[src/rtl/riscv_pkg.sv]
// Shared types and constants for the instruction-memory boot controller.
package riscv_pkg;

    typedef enum logic [1:0] {
        IDLE  = 2'd0,
        LOAD  = 2'd1,
        FLUSH = 2'd2,
        RUN   = 2'd3
    } boot_state_t;

    localparam logic [31:0] DEFAULT_RESET_PC = 32'h0000_0000;
    localparam int          WORD_SHIFT       = 2;

endpackage

[src/rtl/imem_boot_ctrl_flush_timer.sv]
// Down-counter that holds the pipeline flush for a fixed number of cycles.
module flush_timer #(
    parameter int WIDTH = 2
) (
    input  logic             clk,
    input  logic             rst,
    input  logic             load,
    input  logic             en,
    input  logic [WIDTH-1:0] load_value,
    output logic             zero
);

    logic [WIDTH-1:0] count;

    always_ff @(posedge clk or posedge rst) begin
        if (rst) begin
            count <= '0;
        end else if (load) begin
            count <= load_value;
        end else if (en && (count != '0)) begin
            count <= count - WIDTH'(1);
        end
    end

    assign zero = (count == '0);

endmodule

[src/rtl/imem_boot_ctrl.sv]
// Boot sequencer: streams a program into instruction memory with fetch stalled,
// flushes the pipeline, forces the start PC and releases the core.
//
// state | meaning
// IDLE  | out of reset, core held, waiting for start
// LOAD  | accepting program words into consecutive imem words
// FLUSH | pipeline flush held for FLUSH_CYCLES cycles
// RUN   | core executing; start requests a reload
module imem_boot_ctrl
    import riscv_pkg::*;
#(
    parameter int          ADDR_WIDTH   = 5,
    parameter int          DATA_WIDTH   = 32,
    parameter logic [31:0] RESET_PC     = DEFAULT_RESET_PC,
    parameter int          FLUSH_CYCLES = 4
) (
    input  logic                  clk,
    input  logic                  rst,
    input  logic                  start,
    input  logic                  load_valid,
    output logic                  load_ready,
    input  logic [DATA_WIDTH-1:0] load_data,
    input  logic                  load_last,
    output logic                  imem_we,
    output logic [31:0]           imem_addr,
    output logic [DATA_WIDTH-1:0] imem_wd,
    output logic                  StallF,
    output logic                  flush_pipe,
    output logic                  pc_init,
    output logic                  core_run,
    output logic [ADDR_WIDTH:0]   load_count,
    output logic                  overflow
);

    localparam int CW    = ADDR_WIDTH + 1;
    localparam int DEPTH = 2 ** ADDR_WIDTH;
    localparam int TW    = (FLUSH_CYCLES > 2) ? $clog2(FLUSH_CYCLES) : 1;

    boot_state_t state;
    logic        accept;
    logic        at_last_idx;
    logic        load_done;
    logic        timer_zero;

    assign load_ready  = (state == LOAD);
    assign accept      = load_ready && load_valid;
    assign at_last_idx = (load_count == CW'(DEPTH - 1));
    assign load_done   = accept && (load_last || at_last_idx);

    assign imem_we   = accept;
    assign imem_addr = RESET_PC + (32'(load_count) << WORD_SHIFT);
    assign imem_wd   = load_data;

    flush_timer #(
        .WIDTH(TW)
    ) u_flush_timer (
        .clk       (clk),
        .rst       (rst),
        .load      (load_done),
        .en        (state == FLUSH),
        .load_value(TW'(FLUSH_CYCLES - 1)),
        .zero      (timer_zero)
    );

    always_ff @(posedge clk or posedge rst) begin
        if (rst) begin
            state      <= IDLE;
            StallF     <= 1'b1;
            flush_pipe <= 1'b1;
            pc_init    <= 1'b1;
            core_run   <= 1'b0;
            load_count <= '0;
            overflow   <= 1'b0;
        end else begin
            case (state)
                IDLE: begin
                    if (start) begin
                        state      <= LOAD;
                        load_count <= '0;
                        overflow   <= 1'b0;
                    end
                end
                LOAD: begin
                    if (accept) begin
                        load_count <= load_count + CW'(1);
                        if (load_last) begin
                            state <= FLUSH;
                        end else if (at_last_idx) begin
                            // image filled the memory without a terminating word
                            overflow <= 1'b1;
                            state    <= FLUSH;
                        end
                    end
                end
                FLUSH: begin
                    if (timer_zero) begin
                        state      <= RUN;
                        StallF     <= 1'b0;
                        flush_pipe <= 1'b0;
                        pc_init    <= 1'b0;
                        core_run   <= 1'b1;
                    end
                end
                RUN: begin
                    if (start) begin
                        state      <= LOAD;
                        StallF     <= 1'b1;
                        flush_pipe <= 1'b1;
                        pc_init    <= 1'b1;
                        core_run   <= 1'b0;
                        load_count <= '0;
                        overflow   <= 1'b0;
                    end
                end
                default: state <= IDLE;
            endcase
        end
    end

endmodule

[config.mk]
export PLATFORM = sky130hd
export DESIGN_NAME = imem_boot_ctrl
export DESIGN_NICKNAME = d
export VERILOG_FILES = /design/src/rtl/riscv_pkg.sv /design/src/rtl/imem_boot_ctrl_flush_timer.sv /design/src/rtl/imem_boot_ctrl.sv
export SDC_FILE = /design/constraint.sdc
export NUM_CORES = 1
export LEC_CHECK = 0
export CORE_AREA = 8 8 71 73
export DETAILED_ROUTE_END_ITERATION = 8
export DIE_AREA = 0 0 79 81
export GPL_ROUTABILITY_DRIVEN = 0
export PLACE_DENSITY = 0.89
export SYNTH_ARGS = -nofsm -noshare
export SYNTH_HDL_FRONTEND = slang
export SYNTH_SLANG_ARGS = --single-unit
export TNS_END_PERCENT = 1
[constraint.sdc]
create_clock -name clk -period 5.1 [get_ports clk]
set_input_delay 0.51 -clock clk [delete_from_list [all_inputs] [get_ports clk]]
set_output_delay 0.51 -clock clk [all_outputs]
set_load 0.01 [all_outputs]
### Word level (Yosys, flattened, before mapping)

Cells that the tools add are included.

| storage, ports and cells | value |
|---|---|
| register bits after elaboration | 13 |
| bits of input ports | 37 |
| output and inout bits | 77 |

| operators by class | value |
|---|---|
| add/subtract/negate cells | 2 |
| eq/ne operators | 11 |
| mux-type cells | 21 |
| reduce and logical (&&, ||, !) cells | 15 |

Operators by type and width:

| cell | number |
|---|---|
| 2-to-1 mux 2 bit | 7 |
| 2-to-1 mux 6 bit | 2 |
| one-hot mux 6 bit (2 select lines) | 1 |
| nonzero test 2 bit | 4 |
| 2-to-1 mux 1 bit | 7 |
| adder 6 x 1 -> 6 bit (second input constant) | 1 |
| equality test 6 x 5 -> 1 bit (second input constant) | 1 |
| inequality test 2 x 1 -> 1 bit (second input constant) | 3 |
| inequality test 2 bit (second input constant) | 3 |
| one-hot mux 1 bit (2 select lines) | 3 |
| one-hot mux 2 bit (3 select lines) | 1 |
| AND reduction 3 bit | 2 |
| AND reduction 5 bit | 1 |
| equality test 2 bit (second input constant) | 2 |
| zero test 2 bit | 2 |
| AND reduction 4 bit | 1 |
| logical AND 1 bit | 3 |
| inequality test 3 x 1 -> 1 bit (second input constant) | 1 |
| equality test 2 x 1 -> 1 bit (second input constant) | 1 |
| OR reduction 2 bit | 1 |
| subtractor 2 x 1 -> 2 bit (second input constant) | 1 |
| logical OR 1 bit | 1 |

### Depth between registers and ports, before layout

Gate-level depths: netlist of run 1.

| logic depth | value |
|---|---|
| word-level depth | 5 |
| mapped depth | 7 |

### Cells and area by module

A second synthesis of run 1 with hierarchy kept.

| second synthesis, totals | value |
|---|---|
| cell total of the unflattened synthesis | 149 |
| area total of the unflattened synthesis | 1282.5 µm² |

Modules (own cells, without submodules):

| module | times used | cells each | area each (µm²) | sequential area each (µm²) |
|---|---|---|---|---|
| imem_boot_ctrl | 1 | 136 | 1147.4 | 276.5 |
| flush_timer | 1 | 13 | 135.1 | 50.0 |

### Least setup slack after synthesis of run 1

No wires, ideal clock.

| timing path | value |
|---|---|
| path type | reg-to-reg |
| start | reg state[0] |
| end | reg load_count[5] |
| setup time | 0.129 ns |
| arrival | 1.602 ns |
| data required time | 4.971 ns |
| setup slack | 3.369 ns |
| cell stages (with the launch flop) | 8 |
| clock period less this slack | 1.731 ns |
| cell sequence | dfrtp_1 -> inv_1 -> ha_1 -> buf_6 -> a221o_1 -> buf_6 -> a22oi_2 -> o41ai_2 |

| between the ends | value |
|---|---|
| cells in the longest elaborated chain, start to end | 4 |

RTL lines:

| what | line | source |
|---|---|---|
| start, declared | imem_boot_ctrl.sv:39 | `boot_state_t state;` |
| start signal, assigned | imem_boot_ctrl.sv:67 | `state <= IDLE;` |
| start signal, assigned | imem_boot_ctrl.sv:78 | `state <= LOAD;` |
| start signal, assigned | imem_boot_ctrl.sv:87 | `state <= FLUSH;` |
| equality test 2 bit, or another cell as far along | imem_boot_ctrl.sv:75 | `case (state)` |
| OR reduction 2 bit (no line) / logical AND 1 bit (equally long branches) | n/a |  |
| inequality test 2 x 1 -> 1 bit (no line) / nonzero test 2 bit (equally long branches) | n/a |  |
| AND reduction 3 bit (no line) | n/a |  |
| end signal, assigned | imem_boot_ctrl.sv:85 | `load_count <= load_count + CW'(1);` |
| end, declared | imem_boot_ctrl.sv:31 | `output logic [ADDR_WIDTH:0] load_count,` |

Parallel ways exist; a longest one is shown, timed or not.
A chain may end at the register's enable or synchronous reset.

### Worst setup path in the final report of run 1

| timing path | value |
|---|---|
| start | reg state[1] |
| end | out imem_we |

| between the ends | value |
|---|---|
| cells in the longest elaborated chain, start to end | 2 |

RTL lines:

| what | line | source |
|---|---|---|
| equality test 2 x 1 -> 1 bit | imem_boot_ctrl.sv:45 | `assign load_ready = (state == LOAD);` |
| logical AND 1 bit | imem_boot_ctrl.sv:46 | `assign accept = load_ready && load_valid;` |
| end, declared | imem_boot_ctrl.sv:24 | `output logic imem_we,` |

Every way passes these cells.

==> reports/metrics.json, run 1 <==
{
  "status": "completed",
  "timing.critical_path.from": "state[1]",
  "placedCellCount": 177,
  "power-per-cell-area_nw_per_um2": 581.1,
  "drv_slew": 0,
  "post-route-min-period_ps": 2324,
  "area_growth_syn_to_layout_pct": -6.621,
  "first_pass_iters": 4,
  "cts_htree_levels": 1,
  "post_route_cells_drive_above_1_share_pct": 6.870,
  "chipHeight_um": 81,
  "viasPerCell": 4.287,
  "clk_pin_slew_ps": 60,
  "synth-seq-area-share_pct": 25.41,
  "max-clock-path-buffers": 2,
  "synth-edff-count": 0,
  "rsz0062_at_grt": "false",
  "timing.reg2reg.worst_path_depth": 5,
  "postCtsSetupRepairBufs": 0,
  "tritoncts": "done",
  "placeableCoreArea_um2": 3914,
  "regToRegSetupSlack_ps": 3080,
  "port-buffer-count": 23,
  "ys_seq_elements": 13,
  "horiz_die_dim_um": 79,
  "grt_pass1_vias": 832,
  "power.combinational.fraction_pct": 58.2,
  "initial_antenna_violation_count": 0,
  "synth.largest_area_cell": "sky130_fd_sc_hd__buf_4",
  "endpoint": "imem_we",
  "r2r-start": "state[0]",
  "worst_ep_required_time_ps": 4590,
  "start_util_pct": 32.83,
  "clk_latency_ps": 250,
  "detail-route-antenna-nets": 0,
  "finalSetupTns_ps": 0,
  "drv_cap": 0,
  "yosys-top-cells-area": "sky130_fd_sc_hd__buf_4, sky130_fd_sc_hd__dfrtp_1, sky130_fd_sc_hd__ha_1",
  "setup.worst_path.end_class": "output port",
  "vias": 776,
  "p_sw_mw": 0.2992,
  "synth.cell_area_um2": 1285,
  "post_layout_nets": 176,
  "dp_worst_setup_slack_ps": 2877,
  "avgSynthCellArea_um2": 8.741,
  "placementRows": 23,
  "ys_dominant_reg_cell": "sky130_fd_sc_hd__dfrtp_1",
  "fin_util_pct": 30.66,
  "power.leakage_nw": 0.5682,
  "cts_buffers": 3,
  "timing.setup.critical_path_class": "reg -> out",
  "final-setup-viol-count": 0,
  "timing.rr.end": "load_count[4]",
  "hold_class": "reg -> reg",
  "layoutNonFillerInstCount": 181,
  "gr-usage-all-layers_pct": 7.043,
  "detailed_place_hpwl_um": 1830,
  "startpoint_type": "flop",
  "grt_pass1_wl_um": 3629,
  "detail_route.wirelength_um": 2307,
  "synth_cell_types": 28,
  "post-route-cell-area_um2": 1200,
  "worst-endpoint-arrival_ps": 1810,
  "hold-worst-slack_ps": 508.9,
  "critical_path_fanout_max": 5,
  "num_antenna_cells": 0,
  "drc": 0,
  "vdd_ir_drop_max_uv": 185.2,
  "total_power_mw": 0.6973,
  "clkSinkCount": 13,
  "synth.yosys.warnings": 0,
  "master_cell_of_the_clock_root_buffer": "sky130_fd_sc_hd__clkbuf_8",
  "power.internal_mw": 0.3981,
  "netlist.area_leader.share_pct": 38.56,
  "relative_slew_slack_pct": 65.45,
  "finalHoldViolations": 0,
  "synthCells": 147,
  "grt_overflow_total": 0,
  "final.setup_skew_ps": 5.654,
  "finalCritPeriodShare_pct": 45.57,
  "seq_power_share_pct": 28.1,
  "maximum_number_of_pins_on_one_net_before_global_route_repair": 14,
  "first_iter_violations": 28,
  "setup_ws_ps": 2776,
  "max_freq_ghz": 0.4302,
  "pwr-share-clk_pct": 13.7,
  "worst_pin_slew_ps": 517.7,
  "ctsHoldBuffers": 0,
  "wl_per_cell_um": 12.75,
  "placed_cell_area_um2": 1154,
  "design.portCount": 114,
  "postSynth.asyncResetShare_pct": 100.0,
  "power.share.switching_pct": 42.91,
  "post_cts.resized_instances": 0,
  "floorplan.die_area_um2": 6399
}
## sequential cells by signal, indices dropped and copies added, names as in the netlist
name / count
core_run: 1
pc_init: 1
u_flush_timer.count: 2
overflow: 1
state: 2
load_count: 6
## per-layer routing
metal | wire length (um) | GRT usage [%] | part of all wire, % | vias to the layer above
li1 | - | - | - | 358
met4 | 69 | 5.741 | 3.0 | 0
met1 | 909 | 7.281 | 39 | 373
met2 | 1139 | 12.00 | 49 | 38
met5 | 0 | 0 | 0 | -
met3 | 189 | 1.766 | 8.2 | 7
## synth_stat cells (2+ instances only)
| library cell | n |
|---|---|
| sky130_fd_sc_hd__o31ai_1 | 3 |
| sky130_fd_sc_hd__dfrtp_1 | 12 |
| sky130_fd_sc_hd__a21oi_1 | 2 |
| sky130_fd_sc_hd__ha_1 | 7 |
| sky130_fd_sc_hd__nand2b_1 | 5 |
| sky130_fd_sc_hd__mux2i_1 | 2 |
| sky130_fd_sc_hd__o21ai_0 | 7 |
| sky130_fd_sc_hd__nor2_1 | 4 |
| sky130_fd_sc_hd__buf_4 | 66 |
| sky130_fd_sc_hd__inv_1 | 10 |
| sky130_fd_sc_hd__nand3_1 | 4 |
| sky130_fd_sc_hd__buf_6 | 2 |
| sky130_fd_sc_hd__nand2_1 | 6 |
| sky130_fd_sc_hd__o21ai_1 | 3 |
## final cells by class
type	count	area (um2)
Clock inverter	1	5.005
Timing Repair Buffer	23	230.2
Sequential cell	13	326.6
Fill cell	421	2714
Clock buffer	3	41.29
Inverter	10	37.54
Multi-Input combinational cell	81	496.7
Tap cell	50	62.56
## critical path, cell delays in order, from the launching register on
cell                              delay, ps
sky130_fd_sc_hd__dfrtp_1                430
sky130_fd_sc_hd__inv_1                  120
sky130_fd_sc_hd__ha_1                   250
sky130_fd_sc_hd__inv_1                   90
sky130_fd_sc_hd__nor2_1                 120
sky130_fd_sc_hd__clkdlybuf4s50_1        550
## kinds of logic after synthesis
family / Yosys count / share of synthesized area [%]
buffers and inverters: 78 / 43.23
AOI/OAI and AO/OA: 24 / 13.73
and+or+nand+nor: 22 / 8.958
DFF: 13 / 25.41
muxes: 2 / 1.558
other: 1 / 0.2918
adders and majority gates: 7 / 6.816
## worst min-delay path by stage
stage | startpoint | to | slack (ps) | cells after the start
6_report | u_flush_timer.count[1] | u_flush_timer.count[1] | 510 | 2
5_1_grt | core_run | core_run | 540 | 1
3_5_place_dp | u_flush_timer.count[1] | u_flush_timer.count[1] | 500 | 2
3_3_place_gp | u_flush_timer.count[0] | u_flush_timer.count[0] | 480 | 2
2_1_floorplan | rst | core_run | 390 | 1
4_1_cts | u_flush_timer.count[1] | u_flush_timer.count[1] | 510 | 2
## power groups by stage
stage	logic, mW	clock network, mW	registers (mW)
global placement	0.391	0	0.194
CTS	0.411	0.0958	0.197
global route	0.449	0.101	0.205
detailed placement	0.408	0	0.198
finish	0.406	0.0957	0.196
floorplan	0.339	0	0.196
## layout by cell type, fill, tap and decap left out
cell type	instances
sky130_fd_sc_hd__a21oi_1	2
sky130_fd_sc_hd__a221o_1	1
sky130_fd_sc_hd__a22o_1	1
sky130_fd_sc_hd__a22oi_1	1
sky130_fd_sc_hd__a22oi_2	1
sky130_fd_sc_hd__a31oi_1	1
sky130_fd_sc_hd__and3_1	1
sky130_fd_sc_hd__clkbuf_8	3
sky130_fd_sc_hd__clkdlybuf4s50_1	23
sky130_fd_sc_hd__clkinv_2	1
sky130_fd_sc_hd__conb_1	26
sky130_fd_sc_hd__dfrtp_1	12
sky130_fd_sc_hd__dfstp_2	1
sky130_fd_sc_hd__ha_1	7
sky130_fd_sc_hd__inv_1	10
sky130_fd_sc_hd__mux2i_1	2
sky130_fd_sc_hd__nand2_1	6
sky130_fd_sc_hd__nand2b_1	5
sky130_fd_sc_hd__nand2b_4	1
sky130_fd_sc_hd__nand3_1	4
sky130_fd_sc_hd__nor2_1	4
sky130_fd_sc_hd__nor2b_1	1
sky130_fd_sc_hd__o211ai_1	1
sky130_fd_sc_hd__o21ai_0	7
sky130_fd_sc_hd__o21ai_1	3
sky130_fd_sc_hd__o311ai_2	1
sky130_fd_sc_hd__o31a_1	1
sky130_fd_sc_hd__o31ai_1	3
sky130_fd_sc_hd__o41ai_2	1
No activity file was read; power rests on OpenSTA's default activity.
==> run 2, diff against run 1 <==
- CORE_AREA: 8 8 71 73 -> 8 8 76 78
- DIE_AREA: 0 0 79 81 -> 0 0 84 86
- PLACE_DENSITY: 0.89 -> 0.82
- clock period: 5.1 -> 2 ns (I/O delays scaled with it)
==> reports/metrics.json, run 2 (synthesized netlist as in run 1, its figures left out) <==
{
  "worst-endpoint-arrival_ps": 2020,
  "detailed_place_hpwl_um": 1801,
  "critPathSlowestCell": "sky130_fd_sc_hd__a221o_1",
  "critical_path_buf_inv_count": 1,
  "tritoncts": "done",
  "port-buffer-count": 23,
  "start_util_pct": 27.95,
  "critical_path_fanout_max": 11,
  "drc": 0,
  "wl_per_cell_um": 11.88,
  "num_antenna_cells": 0,
  "cts_buffers": 3,
  "register_with_the_highest_flop_count": "load_count",
  "horiz_die_dim_um": 84,
  "rsz0062_at_grt": "false",
  "max_freq_ghz": 0.5321,
  "final_common_cell": "sky130_fd_sc_hd__conb_1",
  "grt_pass1_vias": 803,
  "ctsHoldBuffers": 0,
  "power-per-cell-area_nw_per_um2": 1463,
  "cts_htree_levels": 1,
  "setup.worst_path.end_class": "flop",
  "viasPerCell": 4.070,
  "cpPeakStageDelay_ps": 470,
  "placeableCoreArea_um2": 4598,
  "maximum_number_of_pins_on_one_net_before_global_route_repair": 14,
  "power.leakage_nw": 0.5844,
  "post_layout_nets": 177,
  "setup_ws_ps": 120.7,
  "drv_slew": 0,
  "startpoint_type": "flop",
  "grt_overflow_total": 0,
  "vdd_ir_drop_max_uv": 340.6,
  "post-route-min-period_ps": 1879,
  "max-clock-path-buffers": 2,
  "cp_cell_sequence": "inv_1 > ha_1 > a221o_1 > nand2b_4 > o31ai_1",
  "clk_latency_ps": 250,
  "finalCritPeriodShare_pct": 93.96,
  "vias": 757,
  "initial_antenna_violation_count": 0,
  "drv_cap": 0,
  "clkSinkCount": 13,
  "worst_ep_required_time_ps": 2140,
  "design.portCount": 114,
  "first_pass_iters": 4,
  "placedCellCount": 182,
  "clk_pin_slew_ps": 60,
  "dp_worst_setup_slack_ps": 145.6,
  "post-route-cell-area_um2": 1216,
  "finalHoldViolations": 0,
  "worst_path_top_cell_family_by_delay": "compound AO/OA/AOI/OAI gates",
  "detail_route.wirelength_um": 2210,
  "most-common-layout-cells": "sky130_fd_sc_hd__conb_1, sky130_fd_sc_hd__clkdlybuf4s50_1, sky130_fd_sc_hd__dfrtp_1, sky130_fd_sc_hd__inv_1, sky130_fd_sc_hd__o21ai_0",
  "placementRows": 25,
  "grt_pass1_wl_um": 3608,
  "hold_class": "in -> async",
  "final-setup-viol-count": 0,
  "placed_cell_area_um2": 1166,
  "gr-usage-all-layers_pct": 6.186,
  "final.setup_skew_ps": 4.273,
  "largest_register_ff_count": 6,
  "detail-route-antenna-nets": 0,
  "status": "completed",
  "top_regs": "load_count: 6 flops, state: 2 flops, u_flush_timer.count: 2 flops",
  "master_cell_of_the_clock_root_buffer": "sky130_fd_sc_hd__clkbuf_8",
  "area_growth_syn_to_layout_pct": -5.355,
  "finalSetupTns_ps": 0,
  "first_iter_violations": 24,
  "post_route_cells_drive_above_1_share_pct": 7.576,
  "layoutNonFillerInstCount": 186,
  "timing.setup.critical_path_class": "reg -> reg",
  "chipHeight_um": 86,
  "floorplan.die_area_um2": 7224
}
-- run 2: changes by cell type in the layout (fill, tap and decap cells not counted), sizes merged --
cell and delta:
clkbuf +1, clkinv -1, dlymetal6s2s +1, buf +1, clkdlybuf4s50 -1
-- run 2: path summary, 6_finish.rpt --
check / from / slack [ps] / endpoint / cells past startpoint
worst max-delay path: state[0] / 120 / load_count[3] / 5
worst min-delay path: rst / 280 / load_count[5] / 2
worst max register to register: state[0] / 120 / load_count[3] / 5
worst min register to register: u_flush_timer.count[0] / 510 / u_flush_timer.count[0] / 2
max in group asynchronous: rst / 1370 / pc_init / 2
min in group clk: load_data[11] / 400 / imem_wd[11] / 0
-- run 2: area by class of cell --
cell class | instances | area, um2
fill | 502 | 3382
inverter | 10 | 37.54
sequential | 13 | 326.6
tap | 54 | 67.56
timing repair buffer | 24 | 240.2
multi-input combinational | 81 | 499.2
clock buffer | 4 | 45.04
-- run 2: per-layer routing --
layer	vias up	track usage, %	wire, um	share of wire, %
met4	0	5.338	66	3.0
met2	44	9.965	1034	47
met5	-	0	0	0
li1	355	-	-	-
met1	353	5.801	845	38
met3	5	3.033	263	12
-- run 2: what timing repair did --
| item | in CTS | in global routing |
|---|---|---|
| endpoints found under the hold margin | 0 | 0 |
| gates resized for setup | 1 | 1 |
| buffers inserted | 0 | 0 |
| setup endpoints to repair | 1 | 1 |
-- run 2: report_power, final --
part | internal [mW] | switching (mW) | total [mW] | leakage, nW
Combinational | 0.515 | 0.523 | 1.04 | 0.399
Sequential | 0.378 | 0.122 | 0.500 | 0.162
Clock | 0.141 | 0.100 | 0.242 | 0.0228
Total | 1.03 | 0.745 | 1.78 | 0.584
-- run 2: stage by stage --
stage | hold WS (ps) | power, mW | utilization, %
2_1_floorplan | 76.24 | 1.365 | -
3_3_place_gp | 400.1 | 1.515 | 25.36
3_5_place_dp | 400.1 | 1.550 | 25.36
4_1_cts | 301.0 | 1.800 | 26.39
5_1_grt | 339.6 | 1.943 | 26.45
6_report | 276.9 | 1.779 | 26.45
==> run 3, diff against run 2 <==
- CORE_AREA: 8 8 76 78 -> 4 4 72 74
- DIE_AREA: 0 0 84 86 -> 0 0 76 78
- PLACE_DENSITY: 0.82 -> 0.84
==> reports/metrics.json, run 3 (synthesized netlist as in run 1, its figures left out) <==
{
  "post_route_cells_drive_above_1_share_pct": 7.576,
  "rsz0062_at_grt": "false",
  "final.setup_skew_ps": 3.176,
  "initial_antenna_violation_count": 0,
  "clk_latency_ps": 250,
  "cp_cell_sequence": "inv_1 > ha_1 > a221o_1 > nand2b_4 > o31ai_1",
  "clk_pin_slew_ps": 50,
  "post_layout_nets": 177,
  "worst-endpoint-arrival_ps": 1960,
  "hold-worst-slack_ps": 281.7,
  "detailed_place_hpwl_um": 1579,
  "post-route-cell-area_um2": 1212,
  "floorplan.die_area_um2": 5928,
  "cts_htree_levels": 1,
  "start_util_pct": 27.95,
  "post_cts.resized_instances": 2,
  "setup.worst_path.end_class": "flop",
  "status": "completed",
  "total_power_mw": 1.771,
  "startpoint_type": "flop",
  "vias": 747,
  "worst_ep_required_time_ps": 2150,
  "power-per-cell-area_nw_per_um2": 1461,
  "finalHoldViolations": 0,
  "first_iter_violations": 50,
  "detail-route-antenna-nets": 0,
  "critPathSlowestCell": "sky130_fd_sc_hd__a221o_1",
  "power.share.switching_pct": 41.56,
  "cpPeakStageDelay_ps": 470,
  "tritoncts": "done",
  "cts_buffers": 3,
  "drv_slew": 0,
  "max-clock-path-buffers": 2,
  "wl_per_cell_um": 10.78,
  "layoutNonFillerInstCount": 186,
  "final_common_cell": "sky130_fd_sc_hd__conb_1",
  "fin_util_pct": 26.37,
  "design.portCount": 114,
  "final-setup-viol-count": 0,
  "finalSetupTns_ps": 0,
  "first_pass_iters": 4,
  "gr-usage-all-layers_pct": 6.555,
  "pwr-share-clk_pct": 13.4,
  "placeableCoreArea_um2": 4598,
  "power.combinational.fraction_pct": 58.9,
  "timing.reg2reg.worst_path_depth": 5,
  "hold_class": "in -> async",
  "area_growth_syn_to_layout_pct": -5.648,
  "num_antenna_cells": 0,
  "register_with_the_highest_flop_count": "load_count",
  "grt_overflow_total": 0,
  "power.leakage_nw": 0.5725,
  "drv_cap": 0,
  "most-common-layout-cells": "sky130_fd_sc_hd__conb_1, sky130_fd_sc_hd__clkdlybuf4s50_1, sky130_fd_sc_hd__dfrtp_1, sky130_fd_sc_hd__inv_1, sky130_fd_sc_hd__o21ai_0",
  "finalCritPeriodShare_pct": 90.52,
  "drc": 0,
  "postCtsSetupRepairBufs": 0,
  "seq_power_share_pct": 27.7,
  "viasPerCell": 4.016,
  "ctsHoldBuffers": 0,
  "p_sw_mw": 0.7360,
  "largest_register_ff_count": 6,
  "maximum_number_of_pins_on_one_net_before_global_route_repair": 14,
  "placementRows": 25,
  "power.internal_mw": 1.035,
  "dp_worst_setup_slack_ps": 191.4,
  "placed_cell_area_um2": 1166,
  "max_freq_ghz": 0.5523,
  "chipHeight_um": 78,
  "detail_route.wirelength_um": 2006,
  "port-buffer-count": 23,
  "vdd_ir_drop_max_uv": 248.7,
  "critical_path_fanout_max": 11,
  "grt_pass1_vias": 714,
  "critical_path_depth": 5,
  "grt_pass1_wl_um": 3091,
  "placedCellCount": 182,
  "timing.setup.critical_path_class": "reg -> reg",
  "clkSinkCount": 13,
  "setup_ws_ps": 189.5,
  "top_regs": "load_count: 6 flops, state: 2 flops, u_flush_timer.count: 2 flops",
  "worst_path_top_cell_family_by_delay": "compound AO/OA/AOI/OAI gates",
  "horiz_die_dim_um": 76,
  "post-route-min-period_ps": 1810,
  "critical_path_buf_inv_count": 1,
  "master_cell_of_the_clock_root_buffer": "sky130_fd_sc_hd__clkbuf_8"
}
==> run 3: changes by cell type in the layout (fill, tap and decap cells not counted), sizes merged <==
| cell | change |
|---|---|
| dlymetal6s2s | -1 |
| dlygate4sd2 | +1 |
==> run 3: final cells by class <==
cell class / count / area, um2
timing repair buffer: 24 / 236.5
sequential: 13 / 326.6
fill: 500 / 3386
tap: 54 / 67.56
clock buffer: 4 / 45.04
multi-input combinational: 81 / 499.2
inverter: 10 / 37.54
==> run 3: worst paths after layout <==
kind	start	endpoint	slack (ps)
worst min register to register	u_flush_timer.count[0]	u_flush_timer.count[0]	500
min in group clk	load_data[0]	imem_wd[0]	400
worst max-delay path	state[0]	load_count[4]	190
worst min-delay path	rst	u_flush_timer.count[1]	280
max in group asynchronous	rst	pc_init	1360
worst max register to register	state[0]	load_count[4]	190
==> run 3: power by group through the flow <==
stage	Sequential, mW	Combinational, mW	Clock, mW
after floorplan	0.501	0.864	0
after global placement	0.492	1.02	0
after detailed placement	0.496	1.05	0
after CTS	0.494	1.06	0.252
after global routing	0.512	1.16	0.256
final	0.490	1.04	0.238
==> run 3: routing by layer <==
layer  GRT usage, %  wire length [um]  vias to the layer above
met5              0                 0                        -
met1          6.563               804                      346
met4          5.516                59                        0
met2          10.27               908                       38
li1               -                 -                      356
met3          3.016               234                        7
